File: config.mk
export PLATFORM = sky130hd
export DESIGN_NAME = bus_arb
export DESIGN_NICKNAME = d
export VERILOG_FILES = /design/src/rtl/bus_arb_pkg.sv /design/src/rtl/bus_arb_pick.sv /design/src/rtl/bus_arb.sv
export SDC_FILE = /design/constraint.sdc
export NUM_CORES = 1
export LEC_CHECK = 0
export BUFFER_PORTS_ARGS = -buffer_cell sky130_fd_sc_hd__buf_4
export CAP_MARGIN = 20
export CORE_ASPECT_RATIO = 1.2
export CORE_MARGIN = 2
export CORE_UTILIZATION = 32
export CTS_CLUSTER_SIZE = 30
export DETAILED_ROUTE_END_ITERATION = 8
export GPL_TIMING_DRIVEN = 0
export PLACE_DENSITY = 0.8
export SLEW_MARGIN = 20
export SYNTH_ARGS = -nofsm -noshare
export SYNTH_HDL_FRONTEND = slang
export SYNTH_SLANG_ARGS = --single-unit
File: constraint.sdc
create_clock -name clk -period 2.4 [get_ports clk]
set_clock_uncertainty 0.15 [all_clocks]
set_input_delay 0 -clock clk [delete_from_list [all_inputs] [get_ports clk]]
set_output_delay 0 -clock clk [all_outputs]
set_load 0.02 [all_outputs]
File: src/rtl/bus_arb_pkg.sv
// Shared types for the bus_arb DMA/core memory arbiter.
// Round-robin channel priority is selected at build time with ARB_RR_EN.
package bus_arb_pkg;

  localparam int NUM_CH = 2;

  typedef enum logic [1:0] {
    ST_CPU = 2'd0,
    ST_GNT = 2'd1,
    ST_REL = 2'd2
  } state_e;

  typedef enum logic [1:0] {
    MUX_CPU = 2'd0,
    MUX_CH0 = 2'd1,
    MUX_CH1 = 2'd2
  } mux_sel_e;

  function automatic mux_sel_e ch_mux(input logic ch);
    return ch ? MUX_CH1 : MUX_CH0;
  endfunction

endpackage

File: src/rtl/bus_arb_pick.sv
// Channel picker: turns the two DMA requests into a one-hot choice.
// ARB_RR_EN defined: round-robin against last-served; otherwise ch0 wins.
module arb_pick
  import bus_arb_pkg::*;
(
  input  logic [NUM_CH-1:0] req_i,
  input  logic              last_i,
  output logic [NUM_CH-1:0] pick_o
);

`ifdef ARB_RR_EN
  localparam bit RR_EN = 1'b1;
`else
  localparam bit RR_EN = 1'b0;
`endif

  always_comb begin
    pick_o = '0;
    if (RR_EN && (req_i == 2'b11)) begin
      // Both asking: the channel served last yields.
      pick_o = last_i ? 2'b01 : 2'b10;
    end else if (req_i[0]) begin
      pick_o = 2'b01;
    end else if (req_i[1]) begin
      pick_o = 2'b10;
    end
  end

endmodule

File: src/rtl/bus_arb.sv
// Shares one memory bus between the core and two DMA channels via CPU/GNT/REL states.
// Build with ARB_RR_EN for round-robin channel priority (fixed ch0-first otherwise).
module bus_arb
  import bus_arb_pkg::*;
#(
  parameter int MAX_BURST = 16
) (
  input  logic        clk,
  input  logic        reset,
  input  logic [15:0] cpu_AB,
  input  logic        cpu_WE,
  input  logic [7:0]  cpu_DO,
  output logic        rdy,
  input  logic [1:0]  dma_req,
  input  logic [1:0]  dma_done,
  input  logic [31:0] dma_AB,
  input  logic [1:0]  dma_WE,
  input  logic [15:0] dma_DO,
  output logic [1:0]  dma_gnt,
  output logic [15:0] mem_AB,
  output logic        mem_WE,
  output logic [7:0]  mem_DO
);

  localparam int CW = $clog2(MAX_BURST) + 1;
  localparam logic [CW-1:0] CNT_LAST = CW'(MAX_BURST - 1);

  state_e        state_q, state_d;
  logic          sel_q, sel_d;
  logic          last_q, last_d;
  logic [CW-1:0] cnt_q, cnt_d;
  logic [1:0]    pick;
  mux_sel_e      mux_sel;

  logic [15:0] ch_ab [NUM_CH];
  logic        ch_we [NUM_CH];
  logic [7:0]  ch_do [NUM_CH];

  genvar gi;
  generate
    for (gi = 0; gi < NUM_CH; gi++) begin : g_ch
      assign ch_ab[gi] = dma_AB[gi*16 +: 16];
      // A channel that drops its request while granted must not write.
      assign ch_we[gi] = dma_WE[gi] & dma_req[gi];
      assign ch_do[gi] = dma_DO[gi*8 +: 8];
      assign dma_gnt[gi] = (state_q == ST_GNT) && (sel_q == 1'(gi));
    end
  endgenerate

  arb_pick u_pick (
    .req_i  (dma_req),
    .last_i (last_q),
    .pick_o (pick)
  );

  always_ff @(posedge clk) begin
    if (reset) begin
      state_q <= ST_CPU;
      sel_q   <= 1'b0;
      last_q  <= 1'b1;
      cnt_q   <= '0;
    end else begin
      state_q <= state_d;
      sel_q   <= sel_d;
      last_q  <= last_d;
      cnt_q   <= cnt_d;
    end
  end

  always_comb begin
    state_d = state_q;
    sel_d   = sel_q;
    last_d  = last_q;
    cnt_d   = cnt_q;
    case (state_q)
      ST_CPU: begin
        if ((|dma_req) && !cpu_WE) begin
          state_d = ST_GNT;
          sel_d   = pick[1];
          last_d  = pick[1];
          cnt_d   = '0;
        end
      end
      ST_GNT: begin
        // cnt_q counts accesses already done, so CNT_LAST marks the final one.
        if (dma_done[sel_q] || (cnt_q == CNT_LAST) || !dma_req[sel_q]) begin
          state_d = ST_REL;
        end else begin
          cnt_d = cnt_q + CW'(1);
        end
      end
      ST_REL:  state_d = ST_CPU;
      default: state_d = ST_CPU;
    endcase
  end

  assign rdy     = (state_q == ST_CPU);
  assign mux_sel = (state_q == ST_GNT) ? ch_mux(sel_q) : MUX_CPU;

  always_comb begin
    mem_AB = cpu_AB;
    mem_WE = cpu_WE;
    mem_DO = cpu_DO;
    case (mux_sel)
      MUX_CH0: begin
        mem_AB = ch_ab[0];
        mem_WE = ch_we[0];
        mem_DO = ch_do[0];
      end
      MUX_CH1: begin
        mem_AB = ch_ab[1];
        mem_WE = ch_we[1];
        mem_DO = ch_do[1];
      end
      default: ;
    endcase
  end

endmodule
After elaboration in Yosys (flattened, before gate mapping)
Index checks and enable logic that the tools add are counted.
Operators by class
  bitwise logic cells: 3
  reduce and logical (&&, ||, !) cells: 13
  eq/ne operators: 7
  order comparisons: 1
  mux-type cells: 17
  $add $sub $neg: 1
Operators by type and width (count)
  $pmux 16 s2: 1
  $pmux 8 s2: 1
  $mux 2: 6
  $mux 5: 2
  $pmux 5 s2: 1
  $add 5x1->5 const B: 1
  $eq 5x4->1 const B: 1
  $eq 2x1->1 const B: 2
  $mux 1: 4
  $ne 2x1->1 const B: 2
  $pmux 2 s2: 1
  $reduce_and 2->1: 2
  $logic_and 1x1->1: 3
  $reduce_and 3->1: 1
  $and 1x1->1: 2
  $eq 2x2->1 const B: 1
  $logic_not 1->1: 2
  $logic_not 2->1: 1
  $logic_or 1x1->1: 2
  $lt 1x2->1 const B: 1
  $ne 2x2->1 const B: 1
  $pmux 1 s2: 1
  $reduce_bool 2->1: 1
  $reduce_or 2->1: 1
  $not 1->1: 1
Word-level totals
  input port bits: 81
  bits in registers: 8
  output and inout bits: 28

Depth between registers and ports, before layout
Gate-level depths: netlist of the first run.
  depth in word-level cells: 6
  gate-level depth with buffers: 7
  gate-level depth less buffers: 6

By module
From an unflattened synthesis of the first run, not the netlist that was laid out.
Unflattened totals
  cell total of the unflattened synthesis: 140
  area total of the unflattened synthesis: 987.2 um2
Modules (own cells, without submodules)
  bus_arb: area each 965.9 um2, sequential area each 180.2 um2, cells each 138, instances 1
  arb_pick: area each 21.3 um2, sequential area each 0.0 um2, cells each 2, instances 1

Least setup slack after synthesis of the first run
OpenSTA, ideal clock, no wires.
  path type: reg-to-reg
  from: register cnt_q[0]
  to: register cnt_q[3]
  path slack: 0.163 ns
  stages on the path, launching flop included: 8
  period minus slack after synthesis: 2.237 ns
  data arrival time: 2.015 ns
  data required time: 2.178 ns
  cells stage by stage: dfxtp_1 -> ha_1 -> and3_1 -> ha_1 -> or4b_1 -> buf_2 -> a2111oi_4 -> mux2i_1
On the way
  cells in the longest elaborated chain, start to end: 5
  elaborated cells between the ends (all ways): 8
  those cells by class: add/sub: 1; eq/ne: 2; mux: 2; reduce/logical: 3
RTL lines
  start, declared: RTL line bus_arb.sv:31  | logic [CW-1:0] cnt_q, cnt_d;
  start signal, assigned: RTL line bus_arb.sv:66  | cnt_q <= cnt_d;
  branches (longest 5 deep; another with $add 5x1->5)
Several ways; the timed one is not identified. The select of a mux whose other input is x is not followed.
A chain may end at the register's enable or synchronous reset.

Worst setup path after layout of the first run
  from: register cnt_q[0]
  to: register cnt_q[1]
The elaborated chain is that of the path after synthesis.

==> flow_metrics.env, run 1 <==
export IMPL_relSlewSlack=0.617
export IMPL_finalNetCount=342
export IMPL_crit_buf_inv=1
export IMPL_min_from="reset"
export IMPL_antenna_found_initial=0
export IMPL_post_drt_wl_per_cell_um=13.0
export IMPL_n_fill_cell=294
export IMPL_drtIter0Drc=22
export IMPL_finalSetupViolCount=0
export IMPL_clk_latency_ns=0.26
export IMPL_portBuffers=107
export IMPL_final_antenna_net_count=0
export IMPL_syn_area_sq_um=1030
export IMPL_grt_pass1_wl_um=5690
export IMPL_htree_levels=1
export IMPL_drc=0
export IMPL_crit_fanout=6
export IMPL_cpPeakStageDelay_ns=0.48
export IMPL_row_count=22
export IMPL_period_needed_ns=2.30
export IMPL_diodes=0
export IMPL_grt_overflow=0
export IMPL_grt_pass1_vias=1329
export IMPL_status="completed"
export IMPL_critical_path_class="reg -> reg"
export IMPL_timing_setup_tns_ns=0
export IMPL_ys_types=31
export IMPL_cap_violations=0
export IMPL_hp_class="in -> reg"
export IMPL_ir_drop_uv=191
export IMPL_ctsLongestPathBuffers=2
export IMPL_r2r_setup_slack_ns=0.1
export IMPL_cp_top_family="simple AND/OR/NAND/NOR gates"
export IMPL_cts_buffers=3
export IMPL_crit_required_ns=2.42
export IMPL_hpwl_um=3170
export IMPL_path_clk_slew_ns=0.05
export IMPL_post_route_period_util=0.959
export IMPL_start_util=0.336
export IMPL_start_kind="flip-flop"
export IMPL_path_cells="ha_1, and3_1, ha_2, or4b_4, buf_6, a211o_1, o221ai_1"
export IMPL_drive_above_1_share=0.467
export IMPL_cts_tree="done"
export IMPL_final_common_cell="buf_4"
export IMPL_ys_warn_count=0
export IMPL_whs_path_depth=2
export IMPL_slew_viol_final=0
export IMPL_layout_cells_most_common_list="buf_4, nand2_1, mux2i_1"
export IMPL_vias=1512
export IMPL_syn_to_final_growth_pct=88.3
export IMPL_reg2reg_to="cnt_q[1]"
export IMPL_leakagePower_nw=0.916
export IMPL_synthArstFlopShare=0
export IMPL_tightest_slew_ns=0.574
export IMPL_rsz0062_at_grt="no"
export IMPL_power_uw=617
export IMPL_slowest_stage="or4b_4"
export IMPL_die_h_um=66.0
export IMPL_wirelength_um=3820
export IMPL_finalHoldViolCount=0
export IMPL_die_w_um=55.7
export IMPL_synth_ff_type="dfxtp_1"
export IMPL_core_sq_um=3060
export IMPL_r2r_start="cnt_q[0]"
export IMPL_root_buffer="clkbuf_4"
export IMPL_post_cts_buffers=0
export IMPL_max_freq_mhz=434
export IMPL_ys_ff_latch=8
export IMPL_powerDensity_nw_per_um2=320
export IMPL_grt_max_degree=11
export IMPL_syn_nets=228
export IMPL_io_pins=109
export IMPL_die_area_sq_um=3680
export IMPL_synth_edff_count=0
export IMPL_arrival_ns=2.32
export IMPL_clock_sinks=8
export IMPL_synth_avg_cell_area_sq_um=7.08
export IMPL_yosysSeqAreaShare=0.156
export IMPL_dr_pass1_iters=4
export IMPL_via_per_inst=5.16
export IMPL_synthCells=145
export IMPL_holdPathEnd="state_q[1]"
export IMPL_r2r_cells=7
export IMPL_place_congestion=0.802
export IMPL_crit_path_end_kind="flip-flop"
export IMPL_grt_use_total=0.189
[how the worst max path moves through the flow]
stage                   from        to  slack (ns)  depth (start not counted)
floorplan           cnt_q[0]  cnt_q[3]        0.16                          7
global placement    cnt_q[0]  cnt_q[3]        0.04                          7
detailed placement  cnt_q[0]  cnt_q[3]       0.005                          7
CTS                 cnt_q[0]  cnt_q[3]       0.001                          7
global route           sel_q     sel_q        0.02                          5
finish              cnt_q[0]  cnt_q[1]         0.1                          7
[worst register-to-register path, cell delays in order (launching register included)]
cell and delay (ns):
dfxtp_2 0.34, ha_1 0.21, and3_1 0.19, ha_2 0.18, or4b_4 0.48, buf_6 0.15, a211o_1 0.32, o221ai_1 0.19
[flip-flops by register name, summed over array words and instances (netlist names)]
signal	cells
sel_q	1
state_q	2
cnt_q	5
[power breakdown]
| part | switching, mW | leakage [nW] | internal (mW) |
|---|---|---|---|
| Sequential | 0.00290 | 0.0659 | 0.136 |
| Clock | 0.0495 | 0.0138 | 0.0575 |
| Combinational | 0.178 | 0.836 | 0.193 |
[cells by family (layout without fill, tap and decap cells)]
group / after synthesis / in the layout / synth area share
AND/OR/NAND/NOR: 48 / 48 / 0.220
AO/OA/AOI/OAI: 42 / 42 / 0.272
multiplexers: 26 / 26 / 0.254
buffers and inverters: 19 / 131 / 0.0744
flip-flops: 8 / 8 / 0.156
adder cells (fa/ha/maj): 2 / 2 / 0.0244
[cell usage after synthesis (3+ instances only)]
cell	count	area, sq um
nor3b_1	3	22.5
nor2_1	5	18.8
buf_2	4	20.0
o21ai_1	25	125
a32oi_1	3	26.3
nand2_1	29	109
inv_1	5	18.8
clkbuf_1	9	33.8
mux2i_1	26	260
dfxtp_1	8	160
[through the flow]
step / hold slack [ns] / cells / cell area, sq um / util / setup WS [ns]
after detailed placement: 0.0824 / 288 / 1870 / 0.613 / 0.00455
after global routing: 0.104 / 293 / 1930 / 0.632 / 0.0200
after CTS: 0.0368 / 293 / 1920 / 0.628 / 0.00122
after global placement: 0.0704 / 288 / 1870 / 0.613 / 0.0429
final: 0.0319 / 293 / 1930 / 0.632 / 0.0973
after floorplan: -0.0534 / 145 / 1030 / - / 0.163
[what timing repair did]
action / 4_1_cts / 5_1_grt
pin swaps: 0 / 1
hold buffers: 2 / 0
endpoints found under the hold margin: 1 / 0
endpoints found under the setup margin: 1 / 5
gates resized for setup: 1 / 5
[per-layer routing]
metal	track usage	vias up	share of wire	routed length (um)
met1	0.215	667	0.38	1440
met5	0	-	0	0
met2	0.359	83	0.53	2010
li1	-	753	-	-
met4	0.0366	0	0.012	45
met3	0.0450	9	0.086	327
[layout make-up]
class                      count  area, sq um  share of cell area
buffer                        13         60.1              0.0311
clock buffer                   3         22.5              0.0117
multi-input combinational    118          796               0.412
tap                           36         45.0              0.0233
timing repair buffer         109          823               0.426
sequential                     8          163              0.0842
inverter                       6         22.5              0.0117
No activity file was read; power rests on OpenSTA's default activity.
==> inputs of run 2 (changes only) <==
SETUP_SLACK_MARGIN = 0.15   (was unset)
==> run 2 against run 1 <==
  * Clock power barely moved
  * Combinational power rose by 2%
  * Core utilization rose by 2.6 points
  * Cell count rose by 1.7%
  * Final area rose by 4.1%
  * Global-route usage rose by 1.0 points
  * First-iteration DRC count rose by 68%
  * Sequential power barely moved
  * Fmax rose by 4.9%
  * Largest power group unchanged
==> flow_metrics.env, run 2 (synthesis results as in run 1) <==
export IMPL_status="completed"
export IMPL_via_per_inst=5.07
export IMPL_die_w_um=55.7
export IMPL_cap_violations=0
export IMPL_portBuffers=107
export IMPL_crit_fanout=5
export IMPL_ir_drop_uv=214
export IMPL_start_kind="flip-flop"
export IMPL_drc=0
export IMPL_die_area_sq_um=3680
export IMPL_finalSetupViolCount=0
export IMPL_root_buffer="clkbuf_4"
export IMPL_p_seq_frac=0.223
export IMPL_diodes=0
export IMPL_period_needed_ns=2.19
export IMPL_instances_no_fill=298
export IMPL_intPower_uw=392
export IMPL_antenna_found_initial=0
export IMPL_cts_buffers=3
export IMPL_grt_pass1_vias=1378
export IMPL_place_congestion=0.802
export IMPL_top_regs="cnt_q x5, state_q x2, sel_q x1"
export IMPL_dp_cells=288
export IMPL_crit_path_frequent_cell="ha_4"
export IMPL_clk_latency_ns=0.26
export IMPL_comb_power_share=0.607
export IMPL_finalNetCount=347
export IMPL_post_drt_wl_per_cell_um=13.3
export IMPL_holdWs_ns=0.0250
export IMPL_p_clk_frac=0.170
export IMPL_drive_above_1_share=0.504
export IMPL_whs_path_depth=2
export IMPL_grt_pass1_wl_um=5970
export IMPL_path_clk_slew_ns=0.06
export IMPL_relSlewSlack=0.714
export IMPL_cp_top_family="simple AND/OR/NAND/NOR gates"
export IMPL_largest_register_ff_count=5
export IMPL_wirelength_um=3950
export IMPL_arrival_ns=2.23
export IMPL_layout_cells_most_common_list="buf_4, nand2_1, mux2i_1"
export IMPL_die_h_um=66.0
export IMPL_io_pins=109
export IMPL_sw_frac_of_total=0.372
export IMPL_min_from="reset"
export IMPL_row_count=22
export IMPL_r2r_setup_slack_ns=0.21
export IMPL_r2r_start="cnt_q[1]"
export IMPL_slew_viol_final=0
export IMPL_cts_tree="done"
export IMPL_hpwl_um=3170
export IMPL_crit_required_ns=2.44
export IMPL_syn_to_final_growth_pct=96.1
export IMPL_timing_setup_tns_ns=0
export IMPL_regMostFlops="cnt_q"
export IMPL_powerDensity_nw_per_um2=311
export IMPL_cpPeakStageDelay_ns=0.48
export IMPL_finalHoldViolCount=0
export IMPL_tightest_slew_ns=0.429
export IMPL_hp_class="in -> reg"
export IMPL_start_util=0.336
export IMPL_core_sq_um=3060
export IMPL_crit_path_end_kind="flip-flop"
export IMPL_grt_overflow=0
export IMPL_post_route_period_util=0.914
export IMPL_r2r_cells=7
export IMPL_critical_path_class="reg -> reg"
export IMPL_final_common_cell="buf_4"
export IMPL_drtIter0Drc=37
export IMPL_max_freq_mhz=456
export IMPL_htree_levels=1
export IMPL_vias=1512
export IMPL_reg2reg_to="cnt_q[3]"
export IMPL_pre_cts_slack_ns=0.00455
export IMPL_p_sw_uw=232
export IMPL_grt_use_total=0.200
export IMPL_clock_sinks=8
export IMPL_rsz0062_at_grt="yes"
export IMPL_setup_slack_ns=0.205
export IMPL_leakagePower_nw=0.949
export IMPL_ctsLongestPathBuffers=2
export IMPL_grt_max_degree=11
export IMPL_holdPathEnd="state_q[1]"
export IMPL_dr_pass1_iters=6
export IMPL_slowest_stage="or4b_4"
export IMPL_crit_buf_inv=1
export IMPL_path_cells="ha_4, and3_4, ha_4, or4b_4, buf_6, a2111oi_4, mux2i_1"
export IMPL_final_antenna_net_count=0
[run 2: worst max-delay path by stage]
stage               startpoint  depth (start not counted)        to
floorplan             cnt_q[0]                          7  cnt_q[3]
global placement      cnt_q[0]                          7  cnt_q[3]
detailed placement    cnt_q[0]                          7  cnt_q[3]
CTS                   cnt_q[0]                          7  cnt_q[3]
global route          cnt_q[1]                          7  cnt_q[3]
finish                cnt_q[1]                          7  cnt_q[3]
[run 2: power by group through the flow]
| stage | registers [mW] | logic, mW | clock network [mW] |
|---|---|---|---|
| 6_report | 0.139 | 0.379 | 0.106 |
| 5_1_grt | 0.140 | 0.409 | 0.114 |
| 4_1_cts | 0.139 | 0.378 | 0.108 |
| 3_5_place_dp | 0.142 | 0.367 | 0 |
| 3_3_place_gp | 0.142 | 0.363 | 0 |
| 2_1_floorplan | 0.141 | 0.176 | 0 |
[run 2: worst register-to-register path, stage by stage, from the launching register on]
cell and delay, ns:
dfxtp_2 0.33, ha_4 0.16, and3_4 0.15, ha_4 0.15
or4b_4 0.48, buf_6 0.15, a2111oi_4 0.35, mux2i_1 0.21
[run 2: cell type report]
| type | count | area [sq um] |
|---|---|---|
| inverter | 6 | 22.5 |
| tap | 36 | 45.0 |
| buffer | 13 | 66.3 |
| fill | 287 | 1040 |
| clock buffer | 3 | 22.5 |
| multi-input combinational | 118 | 830 |
| timing repair buffer | 114 | 863 |
| sequential | 8 | 163 |
[run 2: metrics by stage]
stage	util	area, sq um	total power [mW]
global placement	0.613	1870	0.505
global route	0.658	2010	0.662
detailed placement	0.613	1870	0.509
floorplan	-	1030	0.318
CTS	0.645	1970	0.625
finish	0.658	2010	0.625
[run 2: what timing repair did]
action                     CTS  global route
setup endpoints to repair    5            30
hold endpoints to repair     1             0
gates resized for setup      7            14
hold buffers                 3             0
pin swaps                    4             3
setup buffers                3             1
[run 2: metal layers]
metal,up-vias,track usage,part of all wire
met5,-,0,0
met4,0,0.0366,0.0035
met3,2,0.0411,0.071
met2,69,0.394,0.55
met1,676,0.218,0.37
li1,765,-,-
